===== config.mk =====
export PLATFORM = sky130hd
export DESIGN_NAME = hazard_control_unit
export DESIGN_NICKNAME = d
export VERILOG_FILES = /design/src/rtl/hcu_pkg.sv /design/src/rtl/sat_counter.sv /design/src/rtl/hazard_control_unit.sv
export SDC_FILE = /design/constraint.sdc
export NUM_CORES = 1
export LEC_CHECK = 0
export ABC_AREA = 1
export BUFFER_PORTS_ARGS = -buffer_cell sky130_fd_sc_hd__buf_2
export CORE_MARGIN = 5
export CORE_UTILIZATION = 30
export DETAILED_ROUTE_END_ITERATION = 10
export PLACE_DENSITY_LB_ADDON = 0.25
export SETUP_SLACK_MARGIN = 0.4
export SYNTH_ARGS = -nofsm -noshare
export SYNTH_HDL_FRONTEND = slang
export SYNTH_SLANG_ARGS = --single-unit
export TNS_END_PERCENT = 10

===== constraint.sdc =====
create_clock -name CLK -period 2.1 [get_ports CLK]
set_input_delay 0.42 -clock CLK [delete_from_list [all_inputs] [get_ports CLK]]
set_output_delay 0.42 -clock CLK [all_outputs]
set_load 0.05 [all_outputs]

===== src/rtl/hcu_pkg.sv =====
// Shared types and constants for the hazard control unit: FSM state encoding,
// default widths and the grouped pipeline-control bundle.
package hcu_pkg;

    localparam int DEF_REG_ADDR_W = 5;
    localparam int DEF_CNT_W      = 16;

    typedef enum logic {
        RUN     = 1'b0,
        MC_WAIT = 1'b1
    } state_t;

    typedef struct packed {
        logic pc_write;
        logic if_id_write;
        logic id_ex_write;
        logic id_ex_bubble;
        logic if_id_flush;
        logic ex_mem_bubble;
    } pipe_ctrl_t;

    localparam pipe_ctrl_t IDLE_CTRL = '{
        pc_write:      1'b1,
        if_id_write:   1'b1,
        id_ex_write:   1'b1,
        id_ex_bubble:  1'b0,
        if_id_flush:   1'b0,
        ex_mem_bubble: 1'b0
    };

    // Whole front end held while EX is occupied by the multi-cycle unit.
    function automatic pipe_ctrl_t freeze_ctrl();
        pipe_ctrl_t c;
        c               = IDLE_CTRL;
        c.pc_write      = 1'b0;
        c.if_id_write   = 1'b0;
        c.id_ex_write   = 1'b0;
        c.ex_mem_bubble = 1'b1;
        return c;
    endfunction

endpackage


===== src/rtl/sat_counter.sv =====
// Parameterised saturating up-counter with synchronous reset and clear.
module sat_counter #(
    parameter int W = 16
) (
    input  logic         clk,
    input  logic         rst,
    input  logic         clr,
    input  logic         inc,
    output logic [W-1:0] q
);

    always_ff @(posedge clk) begin
        if (rst || clr) begin
            q <= '0;
        end else if (inc && (q != {W{1'b1}})) begin
            q <= q + W'(1);
        end
    end

endmodule


===== src/rtl/hazard_control_unit.sv =====
// Pipeline sequencing controller: load-use stalls, taken-branch flushes and
// multi-cycle EX freeze. Optional MC watchdog enabled by HCU_MC_TIMEOUT_EN.
module hazard_control_unit
    import hcu_pkg::*;
#(
    parameter int REG_ADDR_W = DEF_REG_ADDR_W,
    parameter int CNT_W      = DEF_CNT_W,
    parameter int MC_TIMEOUT = 64
) (
    input  logic                  CLK,
    input  logic                  RST,
    input  logic [REG_ADDR_W-1:0] ARS1_ID,
    input  logic [REG_ADDR_W-1:0] ARS2_ID,
    input  logic [REG_ADDR_W-1:0] ARD_ID_EX,
    input  logic                  MEMREAD_ID_EX,
    input  logic                  BRANCH_TAKEN_EX,
    input  logic                  MC_START_ID_EX,
    input  logic                  MC_DONE,
    output logic                  PC_WRITE,
    output logic                  IF_ID_WRITE,
    output logic                  ID_EX_WRITE,
    output logic                  ID_EX_BUBBLE,
    output logic                  IF_ID_FLUSH,
    output logic                  EX_MEM_BUBBLE,
    output logic                  MC_GO,
    output logic                  MC_BUSY,
    output logic [CNT_W-1:0]      STALL_CNT,
    output logic                  MC_ERR
);

    state_t     state;
    state_t     state_nxt;
    pipe_ctrl_t ctrl;
    logic       mc_go;
    logic       mc_busy;
    logic       load_use;
    logic       timeout_hit;

    assign load_use = MEMREAD_ID_EX && (ARD_ID_EX != '0) &&
                      ((ARD_ID_EX == ARS1_ID) || (ARD_ID_EX == ARS2_ID));

    always_comb begin
        ctrl      = IDLE_CTRL;
        mc_go     = 1'b0;
        mc_busy   = 1'b0;
        state_nxt = state;
        if (!RST) begin
            case (state)
                RUN: begin
                    // A taken branch squashes the ID instruction, so its
                    // load-use dependency no longer matters.
                    if (BRANCH_TAKEN_EX) begin
                        ctrl.if_id_flush  = 1'b1;
                        ctrl.id_ex_bubble = 1'b1;
                    end else if (MC_START_ID_EX) begin
                        ctrl      = freeze_ctrl();
                        mc_go     = 1'b1;
                        state_nxt = MC_WAIT;
                    end else if (load_use) begin
                        ctrl.pc_write     = 1'b0;
                        ctrl.if_id_write  = 1'b0;
                        ctrl.id_ex_bubble = 1'b1;
                    end
                end
                MC_WAIT: begin
                    mc_busy = 1'b1;
                    if (MC_DONE || timeout_hit) begin
                        state_nxt = RUN;
                    end else begin
                        ctrl = freeze_ctrl();
                    end
                end
                default: state_nxt = RUN;
            endcase
        end
    end

    always_ff @(posedge CLK) begin
        if (RST) begin
            state <= RUN;
        end else begin
            state <= state_nxt;
        end
    end

    always_ff @(posedge CLK) begin
        if (!RST) begin
            assert (!(MC_START_ID_EX && BRANCH_TAKEN_EX));
        end
    end

    assign PC_WRITE      = ctrl.pc_write;
    assign IF_ID_WRITE   = ctrl.if_id_write;
    assign ID_EX_WRITE   = ctrl.id_ex_write;
    assign ID_EX_BUBBLE  = ctrl.id_ex_bubble;
    assign IF_ID_FLUSH   = ctrl.if_id_flush;
    assign EX_MEM_BUBBLE = ctrl.ex_mem_bubble;
    assign MC_GO         = mc_go;
    assign MC_BUSY       = mc_busy;

    sat_counter #(
        .W(CNT_W)
    ) u_stall_cnt (
        .clk(CLK),
        .rst(RST),
        .clr(1'b0),
        .inc(!ctrl.pc_write),
        .q  (STALL_CNT)
    );

`ifdef HCU_MC_TIMEOUT_EN
    localparam int TO_W = $clog2(MC_TIMEOUT + 1);

    logic [TO_W-1:0] to_cnt;
    logic            mc_err_q;

    // Counts frozen MC_WAIT cycles; cleared whenever the FSM is back in RUN.
    sat_counter #(
        .W(TO_W)
    ) u_watchdog (
        .clk(CLK),
        .rst(RST),
        .clr(state != MC_WAIT),
        .inc(state == MC_WAIT),
        .q  (to_cnt)
    );

    assign timeout_hit = (state == MC_WAIT) && (to_cnt == TO_W'(MC_TIMEOUT));

    always_ff @(posedge CLK) begin
        if (RST) begin
            mc_err_q <= 1'b0;
        end else if (timeout_hit && !MC_DONE) begin
            mc_err_q <= 1'b1;
        end
    end

    assign MC_ERR = mc_err_q;
`else
    logic unused_timeout;

    assign unused_timeout = (MC_TIMEOUT != 0);
    assign timeout_hit    = 1'b0;
    assign MC_ERR         = 1'b0;
`endif

endmodule

==> report_table.html <==
<table>
<tr><th>Metric</th><th>Value</th></tr>
<tr><th colspan="2">Drt</th></tr>
<tr><td>Routed Antenna Nets</td><td>0</td></tr>
<tr><td>Vias post-DR</td><td>1356</td></tr>
<tr><td>Starting DRC count in detailed routing</td><td>71</td></tr>
<tr><td>DRT Wirelength</td><td>3.38 mm</td></tr>
<tr><td>DRC</td><td>0</td></tr>
<tr><td>Routed vias/inst</td><td>4.45</td></tr>
<tr><td>Number of search-and-repair iterations in the first detailed-routing pass</td><td>4</td></tr>
<tr><td>Wire length per cell</td><td>11.1 µm</td></tr>
<tr><th colspan="2">Place</th></tr>
<tr><td>Estimated wirelength of the detail-placed design</td><td>2.45 mm</td></tr>
<tr><td>Routability Congestion</td><td>0.828</td></tr>
<tr><td>Number of port buffers</td><td>44</td></tr>
<tr><td>Number of placed instances with taps included</td><td>292</td></tr>
<tr><th colspan="2">Finish</th></tr>
<tr><td>Final cell count without fillers</td><td>305</td></tr>
<tr><td>Final Net Count</td><td>278</td></tr>
<tr><td>Layout cell share with drive strength beyond 1</td><td>37.3%</td></tr>
<tr><td>Filler instances</td><td>414</td></tr>
<tr><td>Number of antenna repair diodes</td><td>0</td></tr>
<tr><td>Layout-stage area growth over the synthesis result</td><td>49.9%</td></tr>
<tr><th colspan="2">Clock network</th></tr>
<tr><td>Clk sinks</td><td>17</td></tr>
<tr><td>H-Tree Level Count</td><td>1</td></tr>
<tr><td>Maximum clock insertion buffer count</td><td>2</td></tr>
<tr><td>Later-pin clock latency in the skew report</td><td>0.26 ns</td></tr>
<tr><td>Post-CTS clock slew at the launch and capture registers of the worst setup and hold paths</td><td>0.06 ns</td></tr>
<tr><td>CTS tree</td><td>built</td></tr>
<tr><td>Inserted Clock Buffers</td><td>3</td></tr>
<tr><td>Clock root buffer master</td><td>sky130_fd_sc_hd__clkbuf_8</td></tr>
<tr><th colspan="2">Worst setup path</th></tr>
<tr><td>Max Fanout on Critical Path</td><td>2</td></tr>
<tr><td>Setup slack of the most critical reg-to-reg path</td><td>0.41 ns</td></tr>
<tr><td>Worst path slowest cell</td><td>sky130_fd_sc_hd__buf_8</td></tr>
<tr><td>Sum of buffers and inverters on the critical path</td><td>3</td></tr>
<tr><td>Type of the worst setup path</td><td>input port to primary output</td></tr>
<tr><td>Depth of the worst register-to-register path</td><td>7</td></tr>
<tr><td>Cell repeated most along the worst path</td><td>sky130_fd_sc_hd__nor2_1</td></tr>
<tr><td>R2r endpoint</td><td>u_stall_cnt.q[15]</td></tr>
<tr><td>CP Data Required Time</td><td>1.68 ns</td></tr>
<tr><td>Crit path capture type</td><td>primary output</td></tr>
<tr><td>Crit path max-delay family</td><td>simple AND/OR/NAND/NOR gates</td></tr>
<tr><td>Slowest cell delay on critical path</td><td>0.16 ns</td></tr>
<tr><td>CP Launch Type</td><td>input port</td></tr>
<tr><td>Worst-path cell chain</td><td>buf_6, nor2_4, nor2_1, nor2_1, nand3_1, nand2_2, nand3_2, nand2_4, clkinvlp_4, buf_8</td></tr>
<tr><td>Data arrival time of the worst path</td><td>1.38 ns</td></tr>
<tr><td>Reg-to-Reg Start</td><td>u_stall_cnt.q[2]</td></tr>
<tr><th colspan="2">STA</th></tr>
<tr><td>Final setup TNS</td><td>0 ns</td></tr>
<tr><td>Count of final setup violators</td><td>0</td></tr>
<tr><td>Post-route clock skew</td><td>0.00386 ns</td></tr>
<tr><td>Top achievable clock speed</td><td>0.556 GHz</td></tr>
<tr><td>RSZ-0062 raised after global routing</td><td>yes</td></tr>
<tr><td>Max Slew Vio Count</td><td>0</td></tr>
<tr><td>Time the worst path needs with I/O delays and setup</td><td>1.80 ns</td></tr>
<tr><td>Post-route fraction of the period consumed by the critical path</td><td>85.7%</td></tr>
<tr><td>Final Hold Fails</td><td>0</td></tr>
<tr><th colspan="2">Floorplan</th></tr>
<tr><td>Row cnt</td><td>23</td></tr>
<tr><td>Initial Utilization</td><td>31.0%</td></tr>
<tr><td>Core footprint</td><td>0.00403 mm²</td></tr>
<tr><td>IO Count</td><td>46</td></tr>
<tr><td>Horiz. Die Dim</td><td>74.5 µm</td></tr>
<tr><td>Total die area</td><td>0.00555 mm²</td></tr>
<tr><td>Die Y-Extent</td><td>74.5 µm</td></tr>
<tr><th colspan="2">Worst hold path</th></tr>
<tr><td>Worst hold path depth</td><td>4</td></tr>
<tr><td>Sink of the worst hold path</td><td>u_stall_cnt.q[12]</td></tr>
<tr><td>Hold Path Class</td><td>input port to flip-flop</td></tr>
<tr><td>Startpoint of the lowest-slack hold path</td><td>RST</td></tr>
<tr><th colspan="2">Yosys</th></tr>
<tr><td>Synth cell types</td><td>24</td></tr>
<tr><td>Gate count after technology mapping</td><td>200</td></tr>
<tr><td>Library cell with the largest summed area after synthesis</td><td>sky130_fd_sc_hd__dfxtp_1</td></tr>
<tr><td>Most frequently used flop master after synthesis</td><td>sky130_fd_sc_hd__dfxtp_1</td></tr>
<tr><td>Yosys top cell area share</td><td>27.3%</td></tr>
<tr><td>YS warnings</td><td>0</td></tr>
<tr><td>Count of flip-flops with a built-in enable after synthesis</td><td>0</td></tr>
<tr><td>Fraction of registers with async set or reset after synthesis</td><td>0%</td></tr>
<tr><td>Ranking of synthesized cells by instance count</td><td>sky130_fd_sc_hd__nand2_1, sky130_fd_sc_hd__nand3_1, sky130_fd_sc_hd__inv_1</td></tr>
<tr><td>Post-Syn Nets</td><td>222</td></tr>
<tr><td>Synth top area cells</td><td>sky130_fd_sc_hd__dfxtp_1, sky130_fd_sc_hd__nand2_1, sky130_fd_sc_hd__nand3_1</td></tr>
<tr><td>Per-instance average area after synthesis</td><td>6.24 µm²</td></tr>
<tr><td>Most frequent cell after synthesis</td><td>sky130_fd_sc_hd__nand2_1</td></tr>
<tr><td>Synth Cell Area</td><td>0.00125 mm²</td></tr>
<tr><td>Number of flip-flops and latches in the synthesized netlist</td><td>17</td></tr>
<tr><td>Register area share after synthesis</td><td>27.3%</td></tr>
<tr><th colspan="2">GRT</th></tr>
<tr><td>Maximum number of pins on one net before global-route repair</td><td>19</td></tr>
<tr><td>Total GRT Usage</td><td>11.4%</td></tr>
<tr><td>Number of global-route vias before repair</td><td>1200</td></tr>
<tr><td>Overflow left after global routing</td><td>0</td></tr>
<tr><td>Wire length of the first global-routing pass</td><td>5.17 mm</td></tr>
<tr><td>Initial antenna violation count</td><td>0</td></tr>
<tr><th colspan="2">Power and ir drop</th></tr>
<tr><td>Power density cells</td><td>422 mW/mm²</td></tr>
<tr><td>Leakage power</td><td>0.922 nW</td></tr>
<tr><td>Maximum VDD drop</td><td>0.182 mV</td></tr>
<tr><th colspan="2">Flow run</th></tr>
<tr><td>Max-capacitance violation count</td><td>0</td></tr>
<tr><th colspan="2">Outcome</th></tr>
<tr><td>Status</td><td>finished, final reports clean</td></tr>
</table>
## cells by family (layout without fill, tap and decap cells)
kind of cell	after synthesis	after routing	share of synthesized area, %
buffers and inverters	36	89	12.2
and+or+nand+nor	112	114	41.4
adders and majority gates	1	1	1.00
AOI/OAI and AO/OA	18	18	7.22
xor gates and xnor gates	15	15	10.5
other	1	1	0.301
DFF	17	17	27.3
## state kept, by name (all words and copies together), names as in the netlist
signal         count
u_stall_cnt.q     16
state              1
## metrics by stage
stage	setup slack (ns)	total power [mW]	cell area (µm²)	hold slack, ns	util, %
after floorplan	0.00514	0.465	1310	0.589	-
after global placement	0.229	0.507	1570	0.477	39.0
after detailed placement	0.227	0.507	1570	0.482	39.0
after CTS	0.288	0.766	1640	0.461	40.7
after global routing	0.200	0.826	1870	0.497	46.4
final	0.301	0.790	1870	0.455	46.4
## where the power goes
group	total, mW	switching [mW]	internal [mW]
Sequential	0.330	0.00472	0.325
Combinational	0.211	0.130	0.0806
Clock	0.250	0.115	0.135
Total	0.790	0.250	0.541
## what timing repair did
item                                    4_1_cts  5_1_grt
endpoints found under the setup margin       19       20
gates resized for setup                       6       39
buffers inserted                              0        7
hold buffers                                  0        0
pin swaps                                     1       18
cloned                                        0        2
## layout make-up
type	count	area, µm²	area share, %
sequential	17	350	18.7
tap	50	62.6	3.34
inverter	29	130	6.96
clock buffer	4	45.0	2.41
timing repair buffer	56	409	21.9
multi-input combinational	149	873	46.7
## how the worst max path moves through the flow
stage	from	to	slack, ns	cells after the start
2_1_floorplan	BRANCH_TAKEN_EX	PC_WRITE	0.005	10
5_1_grt	ARS2_ID[0]	IF_ID_WRITE	0.20	10
4_1_cts	ARD_ID_EX[0]	PC_WRITE	0.29	10
3_5_place_dp	ARD_ID_EX[0]	PC_WRITE	0.23	10
3_3_place_gp	ARD_ID_EX[0]	PC_WRITE	0.23	10
6_report	ARS2_ID[0]	IF_ID_WRITE	0.30	10
## layer usage
layer  up-vias  global-route usage (%)  routed length, µm
li1        750                       -                  -
met3         3                    1.35                143
met2        28                    19.1               1650
met4         0                    3.56                 30
met1       575                    15.3               1560
met5         -                       0                  0
## tightest hold or removal path: stages
cell                      delay (ns)
sky130_fd_sc_hd__buf_2          0.09
sky130_fd_sc_hd__inv_2          0.06
sky130_fd_sc_hd__nand2_1        0.06
sky130_fd_sc_hd__nor2_1         0.03
## placed cells by master, fill, tap and decap left out, drive strengths merged
cell	count
a21oi	17
buf	56
clkbuf	4
clkinv	1
clkinvlp	1
conb	1
dfxtp	17
ha	1
inv	27
nand2	56
nand3	26
nand4	5
nor2	21
nor3	6
o21ai	1
xnor2	7
xor2	8
Note: power is estimated with default switching activity, not from simulation.
